===== config.mk =====
export PLATFORM = sky130hd
export DESIGN_NAME = fp16_operand_loader
export DESIGN_NICKNAME = d
export VERILOG_FILES = /design/src/rtl/fp16_pkg.sv /design/src/rtl/fp16_operand_loader_sync_edge.sv /design/src/rtl/fp16_operand_loader.sv
export SDC_FILE = /design/constraint.sdc
export NUM_CORES = 1
export LEC_CHECK = 0
export CORE_ASPECT_RATIO = 1.75
export CORE_UTILIZATION = 53
export DETAILED_ROUTE_END_ITERATION = 7
export PLACE_DENSITY = 0.89
export SYNTH_ARGS = -nofsm -noshare
export SYNTH_HDL_FRONTEND = slang
export SYNTH_SLANG_ARGS = --single-unit

===== constraint.sdc =====
create_clock -name clock -period 1.8 [get_ports clock]
set_input_delay 0.18 -clock clock [delete_from_list [all_inputs] [get_ports clock]]
set_output_delay 0.18 -clock clock [all_outputs]
set_load 0.02 [all_outputs]

===== src/rtl/fp16_pkg.sv =====
// Shared definitions for the FP16 operand path: loader FSM states, frame length
// and FPU op-select width.
package fp16_pkg;

  typedef enum logic [1:0] {
    IDLE = 2'd0,
    LOAD = 2'd1,
    DONE = 2'd2
  } state_t;

  localparam int FRAME_BYTES = 5;
  localparam int OP_W        = 4;
  localparam int CNT_W       = $clog2(FRAME_BYTES);

endpackage


===== src/rtl/fp16_operand_loader_sync_edge.sv =====
// Strobe synchronizer with registered rising-edge detect. A strobe that is already
// high when reset releases is ignored until it has been seen low.
module sync_edge #(
  parameter int SYNC_STAGES = 2
) (
  input  logic clock,
  input  logic reset,
  input  logic d,
  output logic q_rise
);

  logic [SYNC_STAGES-1:0] r_sync;
  logic [SYNC_STAGES-1:0] r_vld;
  logic                   r_prev;
  logic                   r_armed;
  logic                   r_rise;

  // r_vld tracks which sync stages hold real samples since reset release
  always_ff @(posedge clock or negedge reset) begin
    if (!reset) begin
      r_sync  <= '0;
      r_vld   <= '0;
      r_prev  <= 1'b0;
      r_armed <= 1'b0;
      r_rise  <= 1'b0;
    end else begin
      r_sync  <= {r_sync[SYNC_STAGES-2:0], d};
      r_vld   <= {r_vld[SYNC_STAGES-2:0], 1'b1};
      r_prev  <= r_sync[SYNC_STAGES-1];
      r_armed <= r_armed | (r_vld[SYNC_STAGES-1] & ~r_sync[SYNC_STAGES-1]);
      r_rise  <= r_armed & r_sync[SYNC_STAGES-1] & ~r_prev;
    end
  end

  assign q_rise = r_rise;

endmodule


===== src/rtl/fp16_operand_loader.sv =====
// Collects a 5-byte frame (A hi/lo, B hi/lo, op) from an async strobed byte bus
// and presents num1/num2/op to the FPU with a one-cycle start pulse.
//
//   state | meaning
//   IDLE  | waiting for a frame-start byte (count 0)
//   LOAD  | frame partially received (count 1..4)
//   DONE  | outputs just updated, start high for this cycle
module fp16_operand_loader
  import fp16_pkg::*;
#(
  parameter int SYNC_STAGES = 2
) (
  input  logic            clock,
  input  logic            reset,
  input  logic [9:0]      data_in,
  output logic [15:0]     num1,
  output logic [15:0]     num2,
  output logic [OP_W-1:0] op,
  output logic            start,
  output logic            busy,
  output logic            frame_err
);

  state_t           r_state, w_state_nxt;
  logic [CNT_W-1:0] r_cnt, w_cnt_nxt;
  logic [7:0]       r_a_hi, r_a_lo, r_b_hi, r_b_lo;
  logic             w_ev, w_fs, w_last;
  logic             w_err_nxt, w_done_nxt, w_busy_nxt;
  logic [7:0]       w_byte;

  sync_edge #(.SYNC_STAGES(SYNC_STAGES)) u_sync_edge (
    .clock  (clock),
    .reset  (reset),
    .d      (data_in[8]),
    .q_rise (w_ev)
  );

  assign w_byte = data_in[7:0];
  assign w_fs   = data_in[9];
  assign w_last = (r_cnt == CNT_W'(FRAME_BYTES - 1));

  always_ff @(posedge clock or negedge reset) begin
    if (!reset) begin
      r_state <= IDLE;
      r_cnt   <= '0;
    end else begin
      r_state <= w_state_nxt;
      r_cnt   <= w_cnt_nxt;
    end
  end

  // A frame-start byte always restarts; DONE falls through to IDLE behaviour
  always_comb begin
    w_state_nxt = r_state;
    w_cnt_nxt   = r_cnt;
    if (w_ev) begin
      if (w_fs) begin
        w_state_nxt = LOAD;
        w_cnt_nxt   = CNT_W'(1);
      end else if (r_state == LOAD) begin
        if (w_last) begin
          w_state_nxt = DONE;
          w_cnt_nxt   = '0;
        end else begin
          w_cnt_nxt   = r_cnt + CNT_W'(1);
        end
      end else begin
        w_state_nxt = IDLE;
        w_cnt_nxt   = '0;
      end
    end else if (r_state == DONE) begin
      w_state_nxt = IDLE;
    end
  end

  always_comb begin
    w_err_nxt  = w_ev & ((w_fs & (r_cnt != '0)) | (~w_fs & (r_state != LOAD)));
    w_done_nxt = (w_state_nxt == DONE);
    w_busy_nxt = (w_state_nxt == LOAD);
  end

  always_ff @(posedge clock or negedge reset) begin
    if (!reset) begin
      r_a_hi <= '0;
      r_a_lo <= '0;
      r_b_hi <= '0;
      r_b_lo <= '0;
    end else if (w_ev && w_fs) begin
      r_a_hi <= w_byte;
    end else if (w_ev && r_state == LOAD) begin
      case (r_cnt)
        CNT_W'(1): r_a_lo <= w_byte;
        CNT_W'(2): r_b_hi <= w_byte;
        CNT_W'(3): r_b_lo <= w_byte;
        default:   ;
      endcase
    end
  end

  // Outputs drive the FPU directly, so they change only when the frame completes
  always_ff @(posedge clock or negedge reset) begin
    if (!reset) begin
      num1      <= '0;
      num2      <= '0;
      op        <= '0;
      start     <= 1'b0;
      busy      <= 1'b0;
      frame_err <= 1'b0;
    end else begin
      start     <= w_done_nxt;
      busy      <= w_busy_nxt;
      frame_err <= w_err_nxt;
      if (w_done_nxt) begin
        num1 <= {r_a_hi, r_a_lo};
        num2 <= {r_b_hi, r_b_lo};
        op   <= w_byte[OP_W-1:0];
      end
    end
  end

endmodule


==> Word-level counts from Yosys, hierarchy flattened <==
Cells that the tools add are included.
{ "word_totals": {"word_cells": 53, "input_bits": 12, "out_inout_bits": 39, "register_bits": 83} }
{ "op_classes": {"n_reduce_logical": 6, "muxes": 8, "n_bitwise": 12, "add_sub_neg": 1, "eq_ne": 9} }
{ "op_table": {"columns": ["op", "n"], "rows": [
  ["$mux 2", 5],
  ["$mux 3", 3],
  ["$reduce_and 3->1", 3],
  ["$and 1x1->1", 6],
  ["$eq 3x2->1 const B", 2],
  ["$eq 2x1->1 const B", 2],
  ["$eq 2x2->1 const B", 2],
  ["$not 1->1", 4],
  ["$add 3x1->3 const B", 1],
  ["$eq 3x1->1 const B", 1],
  ["$eq 3x3->1 const B", 1],
  ["$reduce_bool 3->1", 1],
  ["$logic_and 1x1->1", 2],
  ["$ne 2x1->1 const B", 1],
  ["$or 1x1->1", 2]
]} }

==> Logic depth before layout (Yosys ltp) <==
{ "depth": {"ltp_word": 6, "depth_mapped": 7, "mapped_depth_nobuf": 5} }

==> Modules after synthesis <==
A second synthesis with hierarchy kept.
{ "unflattened": {"cells_unflattened": 194, "area_unflattened_um2": 3239.4} }
{ "by_module_without_submodules": {"columns": ["mod", "cells_each", "n_inst", "area_per_inst_um2"], "rows": [
  ["fp16_operand_loader", 182, 1, 3041.7],
  ["sync_edge", 12, 1, 197.7]
]} }

==> Worst setup path before layout <==
No wires, ideal clock.
{ "synth_path": {"kind": "register -> register", "start": "register r_cnt[0]", "end": "register num1[14]", "path_slack_ps": 234, "setup_time_ps": 125, "stages_incl_launch_ff": 8, "arrival_ps": 1441, "n_path_buf": 2, "t_required_ps": 1675, "period_less_slack_ps": 1566, "cell_sequence": "dfrtp_1 -> inv_1 -> ha_1 -> nand2_1 -> nor2b_4 -> buf_6 -> buf_12 -> mux2_4"} }
{ "synth_via": {"elab_chain_len": 6} }
{ "synth_rtl": {"columns": ["item", "line", "text"], "rows": [
  ["from (decl)", "fp16_operand_loader.sv:25", "logic [CNT_W-1:0] r_cnt, w_cnt_nxt;"],
  ["from (signal assigned)", "fp16_operand_loader.sv:48", "r_cnt <= w_cnt_nxt;"],
  ["$eq 3x3->1", "fp16_operand_loader.sv:40", "assign w_last = (r_cnt == CNT_W'(FRAME_BYTES - 1));"],
  ["$mux 2", "fp16_operand_loader.sv:61", "if (w_last) begin"],
  ["$mux 2", "fp16_operand_loader.sv:60", "end else if (r_state == LOAD) begin"],
  ["$mux 2", "fp16_operand_loader.sv:57", "if (w_fs) begin"],
  ["$mux 2", "fp16_operand_loader.sv:56", "if (w_ev) begin"],
  ["$eq 2x2->1", "fp16_operand_loader.sv:78", "w_done_nxt = (w_state_nxt == DONE);"],
  ["to (signal assigned)", "fp16_operand_loader.sv:114", "num1 <= {r_a_hi, r_a_lo};"],
  ["to (decl)", "fp16_operand_loader.sv:16", "output logic [15:0] num1,"]
]} }
Every way passes these cells.
A chain may end at the register's enable or synchronous reset.

==> Worst setup path after layout <==
{ "layout_path": {"start": "register r_cnt[1]", "end": "register num2[9]"} }
{ "layout_via": {"elab_chain_len": 6} }
{ "layout_rtl": {"columns": ["item", "line", "text"], "rows": [
  ["$eq 3x3->1", "fp16_operand_loader.sv:40", null],
  ["$mux 2", "fp16_operand_loader.sv:61", null],
  ["$mux 2", "fp16_operand_loader.sv:60", null],
  ["$mux 2", "fp16_operand_loader.sv:57", null],
  ["$mux 2", "fp16_operand_loader.sv:56", null],
  ["$eq 2x2->1", "fp16_operand_loader.sv:78", null],
  ["to (signal assigned)", "fp16_operand_loader.sv:115", "num2 <= {r_b_hi, r_b_lo};"],
  ["to (decl)", "fp16_operand_loader.sv:17", "output logic [15:0] num2,"]
]} }
Every way passes these cells.

==> flow_summary_export.csv <==
group,metric,value,unit
run_status,status,"completed",
critical_path,worstReg2RegStart,"r_cnt[1]",
cts,cts.clk_slew.worst_paths,0.08,ns
cells_and_area,synthToLayoutAreaGrowth,29.07,%
sta,fmax,0.5750,GHz
critical_path,rr_worst_depth,7,
power_and_ir_drop,power_switching,1048,uW
hold_path,hp-class,"primary input to flip-flop",
cells_and_area,nNetsFinal,280,
sta,rsz0062_at_grt,"no",
place,dp.cells,322,
critical_path,cp-start-kind,"flip-flop",
cells_and_area,fin_area,4167,sq um
synth,synth_area,3228,sq um
sta,post-route-min-period,1.739,ns
critical_path,r2r-end,"num2[9]",
hold_path,worstHoldStart,"data_in[8]",
floorplanning,start_util,54.91,%
sta,setup_viol,0,
cts,h-tree-depth,3,
critical_path,crit_required,2.03,ns
cts,clock_latency,0.35,ns
synth,synth_top_cell_by_area,"dfrtp_1",
power_and_ir_drop,ir_worst_vdd,724.6,uV
job,drv_cap,0,
route,drc,0,
route,wire_per_inst,17.31,microns
cts,cts.sinks,83,
synth,ys_seq_area_share,64.34,%
global_route,grt_overflow_total,0,
synth,synth-seq-cells,83,
place,io_buffers,50,
sta,report.final.slew_viol_count,0,
global_route,grt_pass1_vias,1857,
route,routed-wl-met3,172,microns
synth,syn-num-nets,208,
power_and_ir_drop,internal_power,3201,uW
hold_path,whs_path_depth,1,
floorplanning,die_w,61.00,microns
global_route,grt_antenna_before_repair,0,
global_route,grt_first_pass_wirelength,9.190,mm
cells_and_area,multi_input_area,1071,sq um
critical_path,rrSetupSlack,0.06,ns
route,wl,5.988,mm
synth,syn-mean-instance-area,16.90,sq um
floorplanning,pin_count,51,
route,top_layer,"met4",
cells_and_area,ff_latch_area,2077,sq um
power_and_ir_drop,p_seq_share,54.5,%
synth,yosysTopAreaCellShare,64.34,%
power_and_ir_drop,power_density,1020,nW/um^2
cts,numCtsBuffers,9,
synth,synth_edf_count,0,
cells_and_area,antenna_cells,0,
place,gp_routability_congestion,0.7807,
synth,synth_ff_type,"dfrtp_1",
synth,yosys_warnings,0,
power_and_ir_drop,pwr-share-comb,15.3,%
route,firstDrtPassIters,4,
route,wl_met1,2.356,mm
floorplanning,die_y,105.2,microns
cts,cts_root_buf,"clkbuf_8",
synth,yosysMostFrequentCell,"dfrtp_1",
route,wl_met2,3.355,mm
synth,syn_inst,191,
synth,synthArstFlopShare,100.0,%
critical_path,arrival,1.97,ns
synth,synth_common_cells,"83 x dfrtp_1, 48 x mux2_2, 20 x mux2_4",
route,vias_per_cell,5.243,
floorplanning,core,5879,sq um
sta,hold_viol_final,0,
critical_path,critPathCaptureType,"flip-flop",
route,ant_nets,0,
hold_path,holdPathEnd,"u_sync_edge.r_sync[0]",
sta,finClkSkew,0.007629,ns
cts,cts_tree,"done",
global_route,grt_max_degree,36,
power_and_ir_drop,p_leak,0.001960,uW
critical_path,startpoint,"r_cnt[1]",
place,hpwl,3.923,mm
floorplanning,placementRows,37,
cts,cts_max_path_buffers,2,
floorplanning,dieArea,6419,sq um
critical_path,critPathKind,"flip-flop to flip-flop",
place,placed_area,3859,sq um
cells_and_area,drive_gt1_share,40.67,%
cells_and_area,fill_cells,397,
route,drt_iter0_drc,62,
sta,fin_crit_sh,96.61,%
cells_and_area,layoutNonFillerInstCount,346,
power_and_ir_drop,swShare,24.66,%
synth,post_synth_num_cell_types,24,
power_and_ir_drop,clockPowerShare,30.2,%
critical_path,critPathMaxFanout,8,
sta,fin_tns_setup,0,ns
route,dr_total_vias,1814,
global_route,grtUsageTotal,20.11,%
synth,ys_top_cells_by_area,"dfrtp_1 64%, mux2_2 17%, mux2_4 9.3%",
==> what timing repair did <==
| action | CTS | global route |
|---|---|---|
| resized for setup | 0 | 7 |
| hold endpoints to repair | 28 | 0 |
| setup endpoints to repair | 0 | 19 |
| buffers inserted | 0 | 5 |
| hold buffers | 1 | 0 |
==> layout make-up <==
type	count	share of cell area [%]
multi-input combinational	97	25.71
inverter	6	0.5405
clock buffer	11	3.393
timing repair buffer	66	16.91
tap	78	2.342
clock inverter	5	1.261
sequential	83	49.85
==> cell families (layout without fill, tap and decap cells) <==
| logic type | after synthesis | after routing | share of synthesized area, % |
|---|---|---|---|
| flip-flops | 83 | 83 | 64.34 |
| multiplexers | 68 | 68 | 26.05 |
| AND/OR/NAND/NOR | 16 | 16 | 3.217 |
| buffers and inverters | 11 | 88 | 2.636 |
| AO/OA/AOI/OAI | 7 | 7 | 1.706 |
| adder cells (fa/ha/maj) | 5 | 5 | 1.938 |
| other | 1 | 1 | 0.1162 |
==> worst max-delay path by stage <==
stage / end / cells past startpoint
3_3_place_gp: num1[8] / 5
4_1_cts: r_cnt[2] / 5
2_1_floorplan: num1[14] / 7
5_1_grt: num2[14] / 7
3_5_place_dp: num1[0] / 5
6_report: num2[9] / 7
==> flip-flops by register name, summed over array words and instances (netlist names) <==
signal and count:
busy 1, frame_err 1, num1 16, num2 16
op 4, r_a_hi 8, r_a_lo 8, r_b_hi 8
r_b_lo 8, r_cnt 3, r_state 2, start 1
u_sync_edge.q_rise 1, u_sync_edge.r_armed 1, u_sync_edge.r_prev 1, u_sync_edge.r_sync 2
u_sync_edge.r_vld 2
==> stage by stage <==
stage	utilization (%)	worst slack (ns)	hold slack (ns)	total power, uW
detailed placement	65.63	-0.1109	0.1269	2980
CTS	69.10	0.008500	0.2562	4258
finish	70.87	0.06100	0.2636	4249
global placement	65.63	-0.07382	0.1222	2924
floorplan	-	0.2342	-0.1156	2686
global route	70.87	0.004939	0.2609	4439
==> power by group through the flow <==
| stage | Combinational, uW | Sequential (uW) | Clock [uW] |
|---|---|---|---|
| global placement | 600 | 2320 | 0 |
| finish | 648 | 2320 | 1280 |
| global route | 704 | 2340 | 1390 |
| CTS | 637 | 2310 | 1310 |
| detailed placement | 630 | 2350 | 0 |
| floorplan | 325 | 2360 | 0 |
==> critical path, stage by stage, from the launching register on <==
cell,delay [ns]
dfrtp_1,0.41
inv_2,0.09
ha_2,0.19
nand2_2,0.09
nor2b_4,0.18
clkbuf_16,0.19
buf_6,0.16
mux2_4,0.31
==> cells in the final DEF (no fill, tap or decap), types with 2 or more instances in the layout <==
cell and n:
buf_4 9, mux2_4 20, o32ai_1 2, clkbuf_16 2, nand3_2 2, clkdlybuf4s50_1 49, mux2_2 48, nor2_1 3
dfrtp_1 83, nand2_1 5, inv_1 4, clkbuf_8 10, buf_12 3, clkinv_2 3, ha_1 4, inv_2 2
==> routing by layer <==
metal	vias up	global-route usage, %
met5	-	0
met4	0	10.55
met3	11	4.663
met2	40	31.71
met1	947	25.09
li1	816	-
No activity file was read; power rests on OpenSTA's default activity.
